### config.mk
export PLATFORM = sky130hd
export DESIGN_NAME = alu_hazard_ctrl
export DESIGN_NICKNAME = d
export VERILOG_FILES = /design/src/rtl/alu_hazard_ctrl.sv
export SDC_FILE = /design/constraint.sdc
export NUM_CORES = 1
export LEC_CHECK = 0
export BUFFER_PORTS_ARGS = -buffer_cell sky130_fd_sc_hd__buf_2
export CAP_MARGIN = 10
export CORE_UTILIZATION = 35
export CTS_BUF_LIST = sky130_fd_sc_hd__clkbuf_2 sky130_fd_sc_hd__clkbuf_4 sky130_fd_sc_hd__clkbuf_8
export DETAILED_ROUTE_END_ITERATION = 10
export GPL_TIMING_DRIVEN = 0
export PLACE_DENSITY = 0.65
export SLEW_MARGIN = 0
export SYNTH_ARGS = -nofsm -noshare
export SYNTH_HDL_FRONTEND = slang
export SYNTH_SLANG_ARGS = --single-unit
export TNS_END_PERCENT = 10
### constraint.sdc
create_clock -name CLK -period 1.69 [get_ports CLK]
set_input_delay 0.0845 -clock CLK [delete_from_list [all_inputs] [get_ports CLK]]
set_output_delay 0.0845 -clock CLK [all_outputs]
set_load 0.01 [all_outputs]
### src/rtl/alu_hazard_ctrl.sv
// Execute-stage hazard controller: operand forwarding, load-use stalls, and
// multi-cycle flush after a taken branch, with a lost-cycle counter.
module alu_hazard_ctrl #(
  parameter int unsigned FLUSH_BUBBLES = 2
) (
  input  logic        CLK,
  input  logic        RST_N,
  input  logic        id_valid,
  input  logic [4:0]  id_rs1,
  input  logic [4:0]  id_rs2,
  input  logic        id_use_rs1,
  input  logic        id_use_rs2,
  input  logic [4:0]  id_rd,
  input  logic        id_write_back,
  input  logic        id_load,
  input  logic        ex_branch_flag,
  input  logic        ex_branch_taken,
  input  logic        mem_stall,
  output logic [1:0]  fwd_op1_sel,
  output logic [1:0]  fwd_op2_sel,
  output logic        stall_if,
  output logic        bubble_ex,
  output logic        flush,
  output logic [31:0] stall_cycles
);

  typedef struct packed {
    logic       valid;
    logic [4:0] rd;
    logic       wb;
    logic       load;
  } slot_t;

  typedef enum logic [0:0] {StRun, StFlush} state_e;

  slot_t         e_q, m_q;
  state_e        state_q;
  logic [2:0]    cnt_q;
  logic [31:0]   stall_cycles_q;

  logic e_hit1, e_hit2, m_hit1, m_hit2;
  logic load_use, take_branch;

  // x0 never matches, so it is never forwarded and never stalls.
  function automatic logic slot_hit(slot_t s, logic [4:0] rs, logic use_rs);
    return s.valid & s.wb & (s.rd != 5'd0) & (s.rd == rs) & use_rs;
  endfunction

  always_comb begin
    e_hit1 = slot_hit(e_q, id_rs1, id_use_rs1);
    e_hit2 = slot_hit(e_q, id_rs2, id_use_rs2);
    m_hit1 = slot_hit(m_q, id_rs1, id_use_rs1);
    m_hit2 = slot_hit(m_q, id_rs2, id_use_rs2);

    fwd_op1_sel = 2'b00;
    if (e_hit1 && !e_q.load) fwd_op1_sel = 2'b01;
    else if (m_hit1)         fwd_op1_sel = 2'b10;

    fwd_op2_sel = 2'b00;
    if (e_hit2 && !e_q.load) fwd_op2_sel = 2'b01;
    else if (m_hit2)         fwd_op2_sel = 2'b10;

    load_use    = id_valid & e_q.load & (e_hit1 | e_hit2);
    take_branch = ex_branch_flag & ex_branch_taken;

    stall_if  = 1'b0;
    bubble_ex = 1'b0;
    flush     = 1'b0;
    if (mem_stall) begin
      stall_if = 1'b1;
    end else if (state_q == StFlush || take_branch) begin
      flush     = 1'b1;
      bubble_ex = 1'b1;
    end else if (load_use) begin
      stall_if  = 1'b1;
      bubble_ex = 1'b1;
    end
  end

  always_ff @(posedge CLK) begin
    if (!RST_N) begin
      e_q            <= '0;
      m_q            <= '0;
      state_q        <= StRun;
      cnt_q          <= 3'd0;
      stall_cycles_q <= 32'd0;
    end else begin
      if (stall_if || bubble_ex) stall_cycles_q <= stall_cycles_q + 32'd1;
      if (!mem_stall) begin
        unique case (state_q)
          StRun: begin
            if (take_branch && FLUSH_BUBBLES > 1) begin
              cnt_q   <= 3'(FLUSH_BUBBLES - 1);
              state_q <= StFlush;
            end
          end
          StFlush: begin
            cnt_q <= cnt_q - 3'd1;
            if (cnt_q == 3'd1) state_q <= StRun;
          end
          default: state_q <= StRun;
        endcase
        m_q <= e_q;
        if (id_valid && !bubble_ex) e_q <= '{valid: 1'b1, rd: id_rd, wb: id_write_back,
                                             load: id_load};
        else                        e_q <= '0;
      end
    end
  end

  assign stall_cycles = stall_cycles_q;

endmodule

### After elaboration in Yosys (flattened, before gate mapping)

Index checks and enable logic that the tools add are counted.

| storage, ports and cells | value |
|---|---|
| flip-flop bits (word level) | 51 |
| input port bits | 25 |
| output and inout bits | 39 |
| word-level logic and storage cells | 63 |

| operators by class | value |
|---|---|
| add/sub/neg operators | 2 |
| equality and inequality tests | 6 |
| mux-type cells | 17 |
| bitwise operators | 18 |
| reduce and logical (&&, ||, !) cells | 10 |

Operators with widths:

| operator | count |
|---|---|
| 32-bit by 1-bit adder with 32-bit output (second input constant) | 1 |
| 5-bit == test | 4 |
| 1-bit bitwise AND | 15 |
| 5-bit nonzero test | 2 |
| 1-bit two-way mux | 9 |
| 2-bit two-way mux | 4 |
| 8-bit two-way mux | 1 |
| 3-bit one-hot mux with 2 select lines | 1 |
| 3-bit by 1-bit == test with 1-bit output (second input constant) | 1 |
| 1-bit logical AND | 3 |
| 3-bit two-way mux | 1 |
| 3-bit by 1-bit subtractor with 3-bit output (second input constant) | 1 |
| 1-bit zero test | 2 |
| 1-bit logical OR | 2 |
| 2-bit inequality test (second input constant) | 1 |
| 1-bit NOT | 2 |
| 1-bit one-hot mux with 2 select lines | 1 |
| 2-bit AND reduction | 1 |
| 1-bit bitwise OR | 1 |

### Longest topological paths before layout

| depth | value |
|---|---|
| depth in word-level cells | 12 |
| mapped depth | 7 |

### Worst setup path before layout

OpenSTA, ideal clock, no wires.

| timing path | value |
|---|---|
| path kind | register -> register |
| from | register e_q[2] (netlist name) |
| to | register stall_cycles_q[26] (netlist: stall_cycles[26]) |
| library setup time | 72 ps |
| data arrival time | 1810 ps |
| data required time | 1618 ps |
| slack | -192 ps |
| stages on the path, launching flop included | 8 |
| path buffers | 1 |
| period minus slack after synthesis | 1882 ps |
| cells stage by stage | dfxtp_1 > or4_1 > o211ai_2 > or2_1 > buf_6 > or4_4 > o32ai_2 > mux2i_1 |

| on the way | value |
|---|---|
| word-level cells in the longest chain between the ends | 10 |
| elaborated cells on any way between the ends | 16 |

Ends and longest elaborated chain:

| element | RTL line | source |
|---|---|---|
| start, declared | 36 | `slot_t e_q, m_q;` |
| start signal, assigned | 104 | `if (id_valid && !bubble_ex) e_q <= '{valid: 1'b1, rd: id_rd, wb: id_write_back,` |
| 5-bit nonzero test | 46 | `return s.valid & s.wb & (s.rd != 5'd0) & (s.rd == rs) & use_rs;` |
| 1-bit bitwise AND (3 in series) | 46 |  |
| 1-bit bitwise OR (*) | 63 | `load_use = id_valid & e_q.load & (e_hit1 \| e_hit2);` |
| 1-bit bitwise AND (*) | 63 |  |
| 1-bit two-way mux (*) | 74 | `end else if (load_use) begin` |
| 1-bit two-way mux | 71 | `end else if (state_q == StFlush \|\| take_branch) begin` |
| 1-bit two-way mux | 69 | `if (mem_stall) begin` |
| 1-bit logical OR (*) | 88 | `if (stall_if \|\| bubble_ex) stall_cycles_q <= stall_cycles_q + 32'd1;` |
| end signal, assigned | 88 |  |
| end, declared | 39 | `logic [31:0] stall_cycles_q;` |

Mark *: on every way between the ends. The rest lies on a longest branch, timed or not.
A chain may end at the register's enable or synchronous reset.

### Worst setup path in the final report

| timing path | value |
|---|---|
| from | register stall_cycles_q[14] (netlist: stall_cycles[14]) |
| to | register stall_cycles_q[26] (netlist: stall_cycles[26]) |

| on the way | value |
|---|---|
| word-level cells in the longest chain between the ends | 1 |

Ends and longest elaborated chain:

| element | RTL line |
|---|---|
| 32-bit by 1-bit adder with 32-bit output | 88 |

No other way between the ends.

==> summary.md <==
| Metric | Value |
|---|---|
| Status | finished with violations |
| Failing checks | negative setup slack |
| Post-synth EDFFs | 0 |
| DRT Wirelength | between 8000 and 9000 µm |
| Syn Nets | approximately 400 |
| Worst Setup Start Kind | register |
| GP Congestion | between 0.8 and 0.9 |
| Sw Share | 0.275 |
| Antenna violations before repair | 0 |
| Later-pin clock latency in the skew report | 0.31 ns |
| Cell with the most instances after synthesis | dfxtp_1 |
| CTS sink cnt | slightly above 50 |
| GRT Overall Usage | 0.195 |
| Synth Register Bits | 51 |
| Unrepaired setup endpoints after global routing | true |
| Largest net degree at the start of global routing | 18 |
| DRT Pass-1 Iters | 4 |
| Synth top area share | 0.334 |
| Ports | between 60 and 70 |
| Layout net count | 486 |
| Worst slew pin tran | 0.659 ns |
| Setup CP Type | reg2reg |
| Fraction of layout cells with a size suffix above 1 | 0.353 |
| Static Leak | ~1.6 nW |
| Inserted Clock Buffers | 5 |
| Detailed-route DRC error count | 0 |
| Initial Util | 0.366 |
| Vias in the first global route | 2954 |
| Synth warn | 0 |
| Switch Pwr | 619 µW |
| Global-route wire length before repair | approximately 14000 µm |
| CTS max path bufs | 2 |
| Syn Area/Cell | slightly above 8 µm² |
| TritonCTS clock tree | done |
| Final global-route overflow total | 0 |
| Internal | 1.63 mW |
| CP required | around 1.9 ns |
| DR WL/cell | 15.0 µm |
| Cell variety after synth | 46 |
| R2r setup slk | -0.32 ns |
| Cells after Synth | around 370 |
| Clock share of power | 0.326 |
| Die height | approximately 95 µm |
| Area leader, netlist | dfxtp_1 |
| Final setup violation count | 46 |
| Final WS setup | -0.323 ns |
| H-tree levels | 2 |
| Final design utilization | 0.488 |
| Core Area | ~8300 µm² |
| Final Non-Filler Cells | ~560 |
| Clock Pin Slew Worst Setup and Hold Paths | 0.11 ns |
| Setup WS pre-CTS | -0.397 ns |
| Maximum VDD drop | 0.422 mV |
| Logic pwr share | 0.121 |
| Antenna viol nets, final | 0 |
| Final Hold Fails | 0 |
| Initial DRC Count | 154 |
| Sequential Power Share | 0.553 |
| Slew headroom | 0.560 |
| Async S/R FF share, synth | 0 |
| Post-DP HPWL | 6050 µm |
| Ant diodes | 0 |
| Largest fanout on the critical path | 5 |
| Max-slew violation count | 0 |
| Dpl cells | between 500 and 600 |
| Nature of the critical path endpoint | register |
| Via count | a little over 3000 |
| Sum of negative setup slack | -9.48 ns |
| Power density over the cells | about 550 nW/µm² |
| Post-route minimum period | between 2 and 2.5 ns |
| I/O Buffers | between 60 and 70 |
| Critical Path AT | 2.24 ns |
| Sequential area share after synthesis | 0.334 |
| Layout area overhead | 33.3% |
| Max Cap Viol | 0 |
| F_max | a little under 500 MHz |
| Layout Skew | approximately 0.012 ns |
| Vias/cell | between 5 and 6 |
| Die W | about 95 µm |
| Clk root buf | clkbuf_8 |
| Crit share post-route | 1.19 |
| Primary FF master, synth | dfxtp_1 |
| Worst hold path class | in2reg |
| Synth cell count leaders | dfxtp_1, nand2_1, mux2i_1, nand3_1, nand2b_1 |
| Post-Syn Area | ~3100 µm² |
| Die Area | 9100 µm² |
| Core Rows | 33 |
| Synth top area cells | dfxtp_1, mux2i_1, nand2b_1 |
## repair_timing
item,in CTS,in global routing
endpoints found under the hold margin,6,0
pin swaps,30,8
resized for setup,60,21
setup endpoints to repair,46,46
hold buffers,6,0
buffers inserted,8,3
## worst paths after layout
kind / startpoint / end / cells past startpoint
setup / recovery: stall_cycles[14]$_SDFFE_PN0P_ / stall_cycles[26]$_SDFFE_PN0P_ / 6
hold / removal: id_load / e_q[0]$_SDFFE_PN0N_ / 2
setup reg to reg: stall_cycles[14]$_SDFFE_PN0P_ / stall_cycles[26]$_SDFFE_PN0P_ / 6
hold reg to reg: stall_cycles[31]$_SDFFE_PN0P_ / stall_cycles[31]$_SDFFE_PN0P_ / 2
## cell type report
type	count	area (µm²)
Fill cell	809	4270
Inverter	6	22.5
Buffer	20	149
Sequential cell	51	1070
Tap cell	105	131
Clock buffer	5	68.8
Clock inverter	3	23.8
Multi-Input combinational cell	294	2130
Timing Repair Buffer	80	477
## per-stage QoR
step | area (µm²) | hold slack, ns | power [mW]
after detailed placement | 3540 | 0.304 | 1.51
after floorplan | 3100 | 0.217 | 1.42
after CTS | 3980 | 0.00189 | 2.27
final | 4070 | 0.00524 | 2.25
after global routing | 4070 | 0.00927 | 2.37
after global placement | 3540 | 0.302 | 1.51
## cell families (layout without fill, tap and decap cells)
| group | Yosys count | count (layout) | synth area share |
|---|---|---|---|
| mux | 35 | 35 | 0.115 |
| xor+xnor | 20 | 20 | 0.0574 |
| flops | 51 | 51 | 0.334 |
| compound gates | 56 | 56 | 0.134 |
| buf+inv | 26 | 114 | 0.0361 |
| fa+ha+maj | 3 | 3 | 0.0123 |
| simple gates | 180 | 180 | 0.311 |
## power groups by stage
stage / Clock (mW) / Sequential, mW / Combinational (mW)
CTS: 0.764 / 1.24 / 0.265
detailed placement: 0 / 1.28 / 0.234
finish: 0.734 / 1.24 / 0.273
global route: 0.817 / 1.25 / 0.304
global placement: 0 / 1.28 / 0.229
floorplan: 0 / 1.27 / 0.145
## registers in the layout, indices dropped and copies added (netlist names)
name / cells
cnt_q: 3
e_q: 8
m_q: 7
stall_cycles: 32
state_q: 1
## critical path: stages (launching register included)
cell	delay [ns]
dfxtp_1	0.40
nand4_1	0.20
nor3_2	0.26
nand2_2	0.14
or4_4	0.56
o32ai_4	0.13
mux2i_1	0.24
## per-layer routing
layer	global-route usage	wire [µm]
met5	0	0
met4	0.0609	83
met3	0.0287	365
met2	0.320	4120
met1	0.262	3870
## layout by cell type (no fill, tap or decap), types with 5 or more instances in the layout
cell type / netlist / routed
dlygate4sd3_1: 0 / 6
clkbuf_1: 13 / 8
clkbuf_8: 0 / 5
mux2i_1: 34 / 34
xor2_1: 16 / 16
nand2b_1: 27 / 27
a22o_1: 7 / 7
buf_4: 0 / 7
dfxtp_4: 0 / 9
nor2_1: 21 / 17
nand3_2: 0 / 5
nand2_1: 41 / 40
buf_2: 4 / 63
nand4_1: 24 / 24
a21oi_1: 10 / 7
o21ai_2: 0 / 11
dfxtp_1: 51 / 31
buf_6: 1 / 9
nand3_1: 28 / 23
dfxtp_2: 0 / 11
o21ai_1: 17 / 7
inv_1: 6 / 6
and2_1: 6 / 6
(Power assumes the default switching activity.)
